$ cat src/rtl/ahb_arbiter.sv
// Two-manager AHB-Lite arbiter: round-robin address grant with SEQ burst lock,
// data-phase hwdata routing and per-manager read-data hold for stalled managers.
module ahb_arbiter #(
  parameter int unsigned ADDR_W = 32,
  parameter int unsigned DATA_W = 32
) (
  input  logic              clk,
  input  logic              nrst,
  input  logic [ADDR_W-1:0] m0_haddr,
  input  logic [1:0]        m0_htrans,
  input  logic              m0_hwrite,
  input  logic [2:0]        m0_hsize,
  input  logic [2:0]        m0_hburst,
  input  logic [DATA_W-1:0] m0_hwdata,
  output logic              m0_hready,
  output logic [DATA_W-1:0] m0_hrdata,
  output logic              m0_hresp,
  input  logic [ADDR_W-1:0] m1_haddr,
  input  logic [1:0]        m1_htrans,
  input  logic              m1_hwrite,
  input  logic [2:0]        m1_hsize,
  input  logic [2:0]        m1_hburst,
  input  logic [DATA_W-1:0] m1_hwdata,
  output logic              m1_hready,
  output logic [DATA_W-1:0] m1_hrdata,
  output logic              m1_hresp,
  output logic [ADDR_W-1:0] s_haddr,
  output logic [1:0]        s_htrans,
  output logic              s_hwrite,
  output logic [2:0]        s_hsize,
  output logic [2:0]        s_hburst,
  output logic [DATA_W-1:0] s_hwdata,
  input  logic              s_hready,
  input  logic [DATA_W-1:0] s_hrdata,
  input  logic              s_hresp
);

  localparam logic [1:0] HTRANS_IDLE = 2'b00;
  localparam logic [1:0] HTRANS_SEQ  = 2'b11;

  typedef enum logic [1:0] {
    OWN_NONE = 2'd0,
    OWN_M0   = 2'd1,
    OWN_M1   = 2'd2
  } owner_e;

  owner_e            r_owner;
  logic              r_last_grant;
  logic [1:0]        r_hold_valid;
  logic [DATA_W-1:0] r_hold_rdata0;
  logic [DATA_W-1:0] r_hold_rdata1;
  logic              r_hold_resp0;
  logic              r_hold_resp1;

  logic w_req0, w_req1, w_lock, w_gnt_vld, w_gnt;
  logic w_stall0, w_stall1, w_rdy0, w_rdy1, w_cap0, w_cap1;

  // Grant: burst lock first, then single requester, then alternate on a tie.
  always_comb begin
    w_req0    = m0_htrans[1];
    w_req1    = m1_htrans[1];
    w_lock    = r_last_grant ? (m1_htrans == HTRANS_SEQ) : (m0_htrans == HTRANS_SEQ);
    w_gnt_vld = w_req0 | w_req1;
    w_gnt     = ~r_last_grant;
    if (w_lock)               w_gnt = r_last_grant;
    else if (w_req0 && !w_req1) w_gnt = 1'b0;
    else if (w_req1 && !w_req0) w_gnt = 1'b1;
    w_stall0  = w_req0 && w_gnt;
    w_stall1  = w_req1 && !w_gnt;
    w_rdy0    = !w_stall0 && s_hready;
    w_rdy1    = !w_stall1 && s_hready;
    w_cap0    = w_stall0 && s_hready && (r_owner == OWN_M0);
    w_cap1    = w_stall1 && s_hready && (r_owner == OWN_M1);
  end

  // Subordinate-side address/control and write-data muxes.
  always_comb begin
    s_haddr  = '0;
    s_htrans = HTRANS_IDLE;
    s_hwrite = 1'b0;
    s_hsize  = 3'b000;
    s_hburst = 3'b000;
    s_hwdata = '0;
    if (nrst && w_gnt_vld) begin
      if (w_gnt) begin
        s_haddr  = m1_haddr;
        s_htrans = m1_htrans;
        s_hwrite = m1_hwrite;
        s_hsize  = m1_hsize;
        s_hburst = m1_hburst;
      end else begin
        s_haddr  = m0_haddr;
        s_htrans = m0_htrans;
        s_hwrite = m0_hwrite;
        s_hsize  = m0_hsize;
        s_hburst = m0_hburst;
      end
    end
    if (nrst && r_owner == OWN_M0) s_hwdata = m0_hwdata;
    if (nrst && r_owner == OWN_M1) s_hwdata = m1_hwdata;
  end

  // Manager-side responses; held data takes precedence over the live bus.
  always_comb begin
    m0_hready = 1'b1;
    m1_hready = 1'b1;
    m0_hrdata = '0;
    m1_hrdata = '0;
    m0_hresp  = 1'b0;
    m1_hresp  = 1'b0;
    if (nrst) begin
      m0_hready = w_rdy0;
      m1_hready = w_rdy1;
      m0_hrdata = r_hold_valid[0] ? r_hold_rdata0 : s_hrdata;
      m0_hresp  = r_hold_valid[0] ? r_hold_resp0  : s_hresp;
      m1_hrdata = r_hold_valid[1] ? r_hold_rdata1 : s_hrdata;
      m1_hresp  = r_hold_valid[1] ? r_hold_resp1  : s_hresp;
    end
  end

  always_ff @(posedge clk) begin
    if (!nrst) begin
      r_owner       <= OWN_NONE;
      r_last_grant  <= 1'b1;
      r_hold_valid  <= 2'b00;
      r_hold_rdata0 <= '0;
      r_hold_rdata1 <= '0;
      r_hold_resp0  <= 1'b0;
      r_hold_resp1  <= 1'b0;
    end else begin
      if (s_hready) begin
        if (!w_gnt_vld)  r_owner <= OWN_NONE;
        else if (w_gnt)  r_owner <= OWN_M1;
        else             r_owner <= OWN_M0;
        if (w_gnt_vld) r_last_grant <= w_gnt;
      end
      if (w_cap0) begin
        r_hold_valid[0] <= 1'b1;
        r_hold_rdata0   <= s_hrdata;
        r_hold_resp0    <= s_hresp;
      end else if (w_rdy0) begin
        r_hold_valid[0] <= 1'b0;
      end
      if (w_cap1) begin
        r_hold_valid[1] <= 1'b1;
        r_hold_rdata1   <= s_hrdata;
        r_hold_resp1    <= s_hresp;
      end else if (w_rdy1) begin
        r_hold_valid[1] <= 1'b0;
      end
    end
  end

endmodule

$ cat config.mk
export PLATFORM = sky130hd
export DESIGN_NAME = ahb_arbiter
export DESIGN_NICKNAME = d
export VERILOG_FILES = /design/src/rtl/ahb_arbiter.sv
export SDC_FILE = /design/constraint.sdc
export NUM_CORES = 1
export LEC_CHECK = 0
export BUFFER_PORTS_ARGS = -buffer_cell sky130_fd_sc_hd__buf_2
export CORE_AREA = 4 4 124 126
export CTS_CLUSTER_DIAMETER = 30
export CTS_CLUSTER_SIZE = 30
export DETAILED_ROUTE_END_ITERATION = 12
export DIE_AREA = 0 0 128 130
export PLACE_DENSITY = 0.71
export REMOVE_ABC_BUFFERS = 1
export SYNTH_ARGS = -nofsm -noshare
export SYNTH_HDL_FRONTEND = slang
export SYNTH_SLANG_ARGS = --single-unit
$ cat constraint.sdc
create_clock -name clk -period 1.7 [get_ports clk]
set_clock_uncertainty 0.15 [all_clocks]
set_input_delay 0.34 -clock clk [delete_from_list [all_inputs] [get_ports clk]]
set_output_delay 0.34 -clock clk [all_outputs]
set_load 0.02 [all_outputs]
======== Yosys cells after proc, flatten, opt, wreduce, memory -nomap -nowiden ========
Index checks and enable logic that the tools add are counted.
word-level totals
  register bits after elaboration ......... 71
  logic and storage cells ................. 67
  input bits .............................. 182
cells by class
  reductions and logical operators ........ 21
  equal/unequal tests ..................... 4
  mux-type cells .......................... 32
  bitwise operators ....................... 2
operator list
  operator              count
  $mux W32              8
  $mux W1               16
  $logic_and A1 B1 Y1   13
  $mux W3               4
  $mux W2               4
  $eq A2 B2 Y1 const B  3
  $logic_not A1 Y1      5
  $reduce_bool A2 Y1    2
  $eq A2 B1 Y1 const B  1
  $reduce_and A2 Y1     1
  $not A1 Y1            1
  $or A1 B1 Y1          1

======== Longest topological paths before layout ========
  depth in word-level cells ............... 11
  depth in mapped cells ................... 7
  gate-level depth less buffers ........... 4

======== Worst setup path before layout ========
No wires, ideal clock.
  path type ............................... input -> output
  start ................................... input port nrst
  end ..................................... output port s_haddr[18]
  stages on the path ...................... 6
  buffers on the path ..................... 3
  data arrival time ....................... 1.686 ns
  path slack .............................. -0.476 ns
  cell sequence ........................... clkbuf_1 o21a_1 buf_2 buf_1 nand2_1 mux2i_1
on the way
  cells in the longest elaborated chain, start to end .. 2
ends and longest elaborated chain
  item                 RTL line  source
  from (decl)          8         input logic nrst,
  $logic_and A1 B1 Y1  84        if (nrst && w_gnt_vld) begin
  $mux W32             84
  to (decl)            27        output logic [ADDR_W-1:0] s_haddr,
Every way passes these cells.

======== Final worst setup path ========
  start ................................... register r_last_grant
  end ..................................... output port s_haddr[19]
on the way
  cells in the longest elaborated chain, start to end .. 6
  elaborated cells on any way between the ends .. 7
  classes of those cells .................. 6 x mux; 1 x bitwise
ends and longest elaborated chain
  item                    RTL line  source
  from (decl)             48        logic r_last_grant;
  from (signal assigned)  135       if (w_gnt_vld) r_last_grant <= w_gnt;
  $not A1 Y1              64        w_gnt = ~r_last_grant;
  $mux W1                 67        else if (w_req1 && !w_req0) w_gnt = 1'b1;
  $mux W1                 66        else if (w_req0 && !w_req1) w_gnt = 1'b0;
  $mux W1 (*)             65        if (w_lock) w_gnt = r_last_grant;
  $mux W32 (*)            85        if (w_gnt) begin
  $mux W32 (*)            84
Mark *: on every way between the ends. The rest lies on a longest branch, timed or not.

==> flow_metrics.env <==
export IMPL_setup_viol=205
export IMPL_cp_depth=7
export IMPL_ant_nets=0
export IMPL_critPathBufInv=3
export IMPL_grt_pass1_vias=5980
export IMPL_power_leakage_nw=4.21
export IMPL_die_area_sq_um=16600
export IMPL_start_util=0.342
export IMPL_ir_worst_vdd_v=0.000442
export IMPL_die_w_um=128
export IMPL_critPathMaxStageDelay_ns=0.36
export IMPL_hold_end="r_hold_rdata1[27]"
export IMPL_async_flop_share=0
export IMPL_grt_overflow=0
export IMPL_fp_coreArea_sq_um=14300
export IMPL_ys_flop_type="dfxtp_1"
export IMPL_num_vias=6694
export IMPL_clk_latency_ns=0.34
export IMPL_dpl_hpwl_mm=14.6
export IMPL_gp_congestion=0.986
export IMPL_place_area_sq_um=7000
export IMPL_synth_warnings=0
export IMPL_synth_area_leader_cell="dfxtp_1"
export IMPL_rsz0062_at_grt="true"
export IMPL_p_switching_mw=1.73
export IMPL_grt_antenna_before_repair=6
export IMPL_syn_inst=652
export IMPL_fin_nets=1224
export IMPL_ys_ff_latch=71
export IMPL_timing_rr_start="r_last_grant"
export IMPL_combPwrFrac=0.332
export IMPL_routed_wirelength_mm=26.0
export IMPL_cp_arrival_ns=1.77
export IMPL_worstHoldPathType="in -> reg"
export IMPL_drive_gt1_frac=0.562
export IMPL_maxCapViolations=0
export IMPL_cts_tree="yes"
export IMPL_finalCritPeriodShare=1.33
export IMPL_dr_pass1_iters=5
export IMPL_finalHoldViolations=0
export IMPL_synth_top_area_share=0.291
export IMPL_outcome="complete, but fails checks"
export IMPL_intPower_mw=4.00
export IMPL_viasPerCell=5.43
export IMPL_cts_root_buf="clkbuf_16"
export IMPL_whs_ns=0.124
export IMPL_synth_edf_count=0
export IMPL_seq_area_frac_synth=0.291
export IMPL_path_class="reg -> out"
export IMPL_syn2layout_area_growth_pct=95.5
export IMPL_synthesis_area_sq_um=4890
export IMPL_num_rows=44
export IMPL_syn_avg_cell_area_sq_um=7.50
export IMPL_reg2reg_to="r_hold_rdata1[16]"
export IMPL_crit_path_end_kind="output port"
export IMPL_worst_slew_pin_slew_ns=0.393
export IMPL_min_period_ns=2.26
export IMPL_grt_max_degree=67
export IMPL_max_clock_freq_ghz=0.443
export IMPL_p_seq_frac=0.295
export IMPL_cp_slowest_cell="dfxtp_4"
export IMPL_setup_ws_ns=-0.556
export IMPL_cts_made_buffers=9
export IMPL_ff2ff_setup_slack_ns=-0.47
export IMPL_final_cell_area_sq_um=9560
export IMPL_grt_use_total=0.259
export IMPL_yosys_top_cells_area="dfxtp_1, mux2i_1, nand2_1"
export IMPL_yosys_top_cells_count="nand2_1, mux2i_1, dfxtp_1"
export IMPL_cts_hold_buf=0
export IMPL_pwr_share_clk=0.373
export IMPL_required_ns=1.21
export IMPL_critical_path_max_fanout=7
export IMPL_p_sw_frac=0.302
export IMPL_die_height_um=130
export IMPL_dr_first_iter_drc_count=432
export IMPL_portBuffers=322
export IMPL_synth_most_common_cell="nand2_1"
export IMPL_cp_common_cell="buf_4"
export IMPL_drv_slew=0
export IMPL_cp_top_family="buffers and inverters"
export IMPL_min_from="s_hrdata[27]"
export IMPL_post_drt_wl_per_cell_um=21.1
export IMPL_fillers=1110
export IMPL_synth_distinct_cells=28
export IMPL_worstSetupStartpointType="flop"
export IMPL_hold_path_depth=3
export IMPL_cts_sinks=71
export IMPL_drc=0
export IMPL_violations="negative setup slack"
export IMPL_rr_worst_depth=11
export IMPL_clk_path_buf_depth=2
export IMPL_ios=323
export IMPL_powerDensity_nw_per_um2=600
export IMPL_cts_max_level=3
export IMPL_clk_pin_slew_ns=0.06
export IMPL_crit_path_cell_trace="nand2b_4 > a21boi_4 > nor2_4 > buf_4 > buf_12 > mux2i_2 > buf_4"
export IMPL_max_slew_margin=0.738
export IMPL_grt_pass1_wl_mm=33.2
## layout by cell type, fill, tap and decap left out, types with 3 or more instances in the layout
cell type,count
buf_2,223
nand2_1,152
buf_4,96
mux2i_1,83
buf_6,75
dfxtp_1,66
nor2b_1,64
nand3_2,46
o21ai_1,34
o21ai_2,33
a22o_1,29
buf_12,27
nand3_1,19
mux2i_2,18
clkbuf_16,16
buf_8,8
buf_16,6
dfxtp_4,5
mux2i_4,4
diode_2,3
nor2_4,3
a22o_4,3
nor2b_2,3
clkbuf_8,3
## through the flow
step / utilization / setup TNS [ns] / setup slack (ns) / power (mW) / std cells
3_3_place_gp: 0.489 / -30.19 / -0.332 / 3.11 / 1142
3_5_place_dp: 0.489 / -34.33 / -0.437 / 3.12 / 1142
4_1_cts: 0.629 / -50.79 / -0.520 / 5.58 / 1219
6_report: 0.668 / -53.51 / -0.556 / 5.74 / 1233
2_1_floorplan: - / -263.69 / -2.53 / 2.42 / 587
5_1_grt: 0.668 / -65.06 / -0.630 / 5.92 / 1232
## kinds of logic after synthesis
family / after synthesis / synth area share
buffers and inverters: 66 / 0.0604
DFF: 71 / 0.291
AOI/OAI and AO/OA: 113 / 0.150
muxes: 105 / 0.215
and+or+nand+nor: 297 / 0.284
## power groups by stage
| stage | clock (mW) | combinational, mW | sequential, mW |
|---|---|---|---|
| 2_1_floorplan | 0 | 0.685 | 1.73 |
| 3_3_place_gp | 0 | 1.39 | 1.73 |
| 3_5_place_dp | 0 | 1.40 | 1.73 |
| 4_1_cts | 2.13 | 1.76 | 1.69 |
| 5_1_grt | 2.23 | 2.00 | 1.69 |
| 6_report | 2.14 | 1.91 | 1.69 |
## final cells by class
cell class	count	area, sq um	area share
multi-input combinational	515	3800	0.398
timing repair buffer	444	3750	0.392
sequential	71	1440	0.151
clock buffer	12	267	0.0279
tap	184	230	0.0241
clock inverter	3	65.1	0.00680
antenna	3	7.51	0.000785
inverter	1	3.75	0.000393
## timing repair
item | in CTS | in global routing
gates cloned | 27 | 13
setup endpoints to repair | 176 | 208
resized for setup | 252 | 194
setup buffers | 37 | 20
pin swaps | 37 | 60
## worst min-delay path: cells and delay by family
family	cells	cell delay (ns)
AO/OA/AOI/OAI	1	0.05
AND/OR/NAND/NOR	1	0.05
buffers and inverters	1	0.12
## sequential cells by signal (all words and copies together), names as in the netlist
name,cells
r_hold_rdata0,32
r_hold_valid,2
r_hold_resp1,1
r_owner,2
r_hold_rdata1,32
r_last_grant,1
r_hold_resp0,1
## metal layers
layer  share of wire  up-vias  track usage  wire [um]
met5          0.0016        -            0         42
met3           0.082       88       0.0745       2130
li1                -     3044            -          -
met4           0.038        8       0.0924        987
met2            0.51      360        0.449      13300
met1            0.37     3194        0.307       9540
## worst max path at each step
stage	slack, ns	from	to
2_1_floorplan	-2.53	r_last_grant	s_haddr[0]
3_3_place_gp	-0.33	m1_htrans[0]	s_haddr[28]
3_5_place_dp	-0.44	m0_htrans[0]	s_haddr[16]
4_1_cts	-0.52	r_last_grant	s_haddr[10]
5_1_grt	-0.63	r_last_grant	s_haddr[16]
6_report	-0.56	r_last_grant	s_haddr[19]
Note: power is estimated with default switching activity, not from simulation.
